[config.mk]
export PLATFORM = sky130hd
export DESIGN_NAME = dadd_rot_param
export DESIGN_NICKNAME = d
export VERILOG_FILES = /design/src/rtl/dadd_rot_param.sv
export SDC_FILE = /design/constraint.sdc
export NUM_CORES = 1
export LEC_CHECK = 0
export ABC_AREA = 0
export ABC_CLOCK_PERIOD_IN_PS = 2900
export BUFFER_PORTS_ARGS = -buffer_cell sky130_fd_sc_hd__buf_4
export CORE_AREA = 5 5 42 44
export CTS_BUF_LIST = sky130_fd_sc_hd__clkbuf_4
export DETAILED_ROUTE_END_ITERATION = 8
export DIE_AREA = 0 0 47 49
export HOLD_SLACK_MARGIN = 0.02
export SYNTH_ARGS = -nofsm -noshare
export SYNTH_HDL_FRONTEND = slang
export SYNTH_SLANG_ARGS = --single-unit
[constraint.sdc]
create_clock -name clk -period 2.9 [get_ports clk]
set_input_delay 0.145 -clock clk [delete_from_list [all_inputs] [get_ports clk]]
set_output_delay 0.145 -clock clk [all_outputs]
set_load 0.01 [all_outputs]
[src/rtl/dadd_rot_param.sv]
// dadd_rot_param: scaled stochastic adder that picks one input stream per
// cycle in Sobol order, optionally pacing the select with an LFSR rotation.
module dadd_rot_param #(
  parameter int INUM    = 8,
  parameter int LOGINUM = 3,
  parameter int SEEDWD  = 3
) (
  input  logic               clk,
  input  logic               rst_n,
  input  logic               en,
  input  logic               mode,
  input  logic               load,
  input  logic [SEEDWD-1:0]  iseed,
  input  logic [INUM-1:0]    in,
  output logic               out,
  output logic [LOGINUM-1:0] sel_o,
  output logic               wrap
);

  logic [LOGINUM-1:0] cnt_q, cnt_d;
  logic [SEEDWD-1:0]  lfsr_q, lfsr_d;
  logic               out_q, out_d;
  logic               wrap_q, wrap_d;
  logic [7:0]         lfsr_x;
  logic               fb;
  logic               advance;
  logic [LOGINUM-1:0] sel;

  // Bit-reversed counter gives the dimension-1 Sobol select order.
  always_comb begin
    sel = '0;
    for (int i = 0; i < LOGINUM; i++)
      sel[i] = cnt_q[LOGINUM-1-i];
  end

  // Fibonacci feedback taps for a maximal-length sequence per width.
  always_comb begin
    lfsr_x = 8'(lfsr_q);
    fb     = 1'b0;
    case (SEEDWD)
      3:       fb = lfsr_x[2] ^ lfsr_x[1];
      4:       fb = lfsr_x[3] ^ lfsr_x[2];
      5:       fb = lfsr_x[4] ^ lfsr_x[2];
      6:       fb = lfsr_x[5] ^ lfsr_x[4];
      7:       fb = lfsr_x[6] ^ lfsr_x[5];
      default: fb = lfsr_x[7] ^ lfsr_x[5] ^ lfsr_x[4] ^ lfsr_x[3];
    endcase
  end

  // Next-state: advance decided on the pre-load LFSR value; load wins over shift.
  always_comb begin
    advance = en & (~mode | (lfsr_q == SEEDWD'(1)));
    cnt_d   = cnt_q;
    lfsr_d  = lfsr_q;
    out_d   = out_q;
    wrap_d  = advance & (&cnt_q);
    if (advance)
      cnt_d = cnt_q + LOGINUM'(1);
    if (en)
      out_d = in[sel];
    if (load)
      lfsr_d = (iseed == '0) ? SEEDWD'(1) : iseed;
    else if (en)
      lfsr_d = {lfsr_q[SEEDWD-2:0], fb};
  end

  // State registers; the LFSR resets to 1 so it can never lock at zero.
  always_ff @(posedge clk or negedge rst_n) begin
    if (!rst_n) begin
      cnt_q  <= '0;
      lfsr_q <= SEEDWD'(1);
      out_q  <= 1'b0;
      wrap_q <= 1'b0;
    end else begin
      cnt_q  <= cnt_d;
      lfsr_q <= lfsr_d;
      out_q  <= out_d;
      wrap_q <= wrap_d;
    end
  end

  assign out   = out_q;
  assign wrap  = wrap_q;
  assign sel_o = sel;

endmodule

==> reports/metrics.yaml <==
status: "finished, final reports clean"
htree_levels: 1
vias: 343
min_path_type: "input port to flip-flop"
viasPerCell: 4.45
yosys.area.top_type: "dfrtp_1"
die-area_um2: 2300
syn-mean-instance-area_um2: 11.7
dieWidth_um: 47
syn_area_um2: 443
cts_tree: "yes"
yosysTopAreaCellShare_pct: 39.5
fin_worst_skew_ps: 17.4
port_buffers: 20
grt_setup_unrepaired: "no"
post_drt_wl_per_cell_um: 11.2
dr.pass1.iters: 2
power_per_cell_area_nw_per_um2: 761
grt_usage_pct: 8.76
initialDrtViolationCount: 1
path_class: "flip-flop to flip-flop"
period_needed_ps: 1340
dp_hpwl_um: 739
cts_made_buffers: 3
io_pins: 21
syn_nets: 56
dpl_cell_area_um2: 598
ys_top_cells_by_area: "dfrtp_1 (40%), mux2i_1 (18%), dfstp_2 (5.9%)"
layout_setup_ws_ps: 1560
ys_warn_count: 0
max_freq_mhz: 745
slew_headroom_pct: 77.0
ir_worst_vdd_v: 0.000321
synth_seq_area_share_pct: 45.5
syn_to_final_growth_pct: 44.1
grt_pass1_wl_um: 1430
placementRows: 14
worstMarginPinSlew_ps: 343
slew_violations: 0
clkLatencyLatePin_ps: 260
cp_max_fo: 7
routed_wl_um: 860
final_antenna_net_count: 0
die_y_um: 49
cts.repair.resized: 0
p_leak_nw: 0.326
nNetsFinal: 80
grt_pass1_vias: 339
start_util_pct: 31.6
drcViolationCount: 0
arrival_ps: 1520
cp.required_ps: 3080
grt_max_degree: 9
startpoint_type: "flip-flop"
gp_congestion: 0.680
antenna_found_initial: 0
core_um2: 1400
path_clk_slew_ps: 60
endpoint_kind: "flip-flop"
ys_ff_latch: 8
syn-instance-count: 38
pre_cts_slack_ps: 1540
grt_overflow: 0
clockBufferDepth: 2
setup-violations-final: 0
cap_violations: 0
tns_ps: 0
drive_above_1_share_pct: 45.9
final-hold-violation-count: 0
layout_worst_path_cycle_share_pct: 46.3
cts_root_buffer: "clkbuf_4"
antenna_cells: 0
ys_types: 16
final_area_um2: 638
cts.sinks: 8
[cells in the final DEF, fill, tap and decap left out]
cell           instances
dfstp_2                1
nor2_1                 2
nand2_1                2
mux4_2                 1
mux2i_1                8
buf_4                 20
mux2_2                 2
xor2_1                 1
ha_1                   2
dfrtp_1                7
nor3b_1                1
xnor2_1                1
o21ai_1                1
o21ai_0                4
dlygate4sd3_1          1
clkbuf_4               4
inv_1                  3
[metal layers]
layer	up-vias	part of all wire (%)	track usage (%)
met1	156	40	10.0
li1	176	-	-
met5	-	0	0
met3	2	7.0	5.54
met4	0	0.47	2.76
met2	9	52	13.1
[repair_timing]
| action | 4_1_cts | 5_1_grt |
|---|---|---|
| buffers inserted | 0 | 0 |
| hold endpoints to repair | 8 | 0 |
| hold buffers | 1 | 0 |
[registers in the layout (all words and copies together), names as in the netlist]
register  cells
cnt_q         3
out           1
wrap          1
lfsr_q        3
[logic make-up (layout without fill, tap and decap cells)]
logic type	Yosys count	count (layout)	share of synthesized area, %
flops	8	8	45.5
xor+xnor	2	2	3.96
mux	11	11	28.2
simple gates	5	5	5.09
compound gates	5	5	5.65
fa+ha+maj	2	2	5.65
buf+inv	5	28	5.93
[metrics by stage]
| stage | instances | hold slack [ps] | util [%] | total power, W |
|---|---|---|---|---|
| 6_report | 77 | 94.7 | 45.5 | 0.000486 |
| 5_1_grt | 77 | 98.1 | 45.5 | 0.000524 |
| 4_1_cts | 77 | 91.9 | 45.5 | 0.000498 |
| 3_5_place_dp | 72 | -33.7 | 42.7 | 0.000394 |
| 3_3_place_gp | 72 | -33.1 | 42.7 | 0.000390 |
| 2_1_floorplan | 38 | -151 | - | 0.000319 |
[where the power goes]
part	internal, W	leakage (nW)	switching, W	total, W
sequential	0.000149	0.0955	0.0000459	0.000195
clock	0.0000619	0.0184	0.0000375	0.0000995
combinational	0.000123	0.212	0.0000680	0.000191
total	0.000334	0.326	0.000151	0.000486
[worst paths after layout]
| kind | startpoint | to | slack (ps) | cells past startpoint |
|---|---|---|---|---|
| max | cnt_q[2] | out | 1560 | 3 |
| min | load | lfsr_q[0] | 90 | 2 |
| max reg2reg | cnt_q[2] | out | 1560 | 3 |
| min reg2reg | out | out | 540 | 2 |
| max in group asynchronous | rst_n | lfsr_q[0] | 2440 | 2 |
| min in group asynchronous | rst_n | cnt_q[2] | 230 | 2 |
[cell usage after synthesis]
master and instances:
clkbuf_1 1, dfrtp_1 7, nor3b_1 1, ha_1 2, dfstp_2 1, mux4_2 1, xor2_1 1, nor2_1 2
o21ai_0 4, buf_6 1, mux2_2 2, inv_1 3, xnor2_1 1, mux2i_1 8, o21ai_1 1, nand2_1 2
[worst max-delay path, cell delays in order, from the launching register on]
cell	delay, ps
dfrtp_1	480
mux2i_1	160
mux4_2	470
mux2i_1	150
[area by class of cell]
| type | instances | area (um^2) |
|---|---|---|
| timing repair buffer | 21 | 160 |
| tap | 16 | 20.0 |
| clock buffer | 4 | 30.0 |
| sequential | 8 | 201 |
| inverter | 3 | 11.3 |
| fill | 147 | 763 |
| multi-input combinational | 25 | 215 |
(Power assumes the default switching activity.)
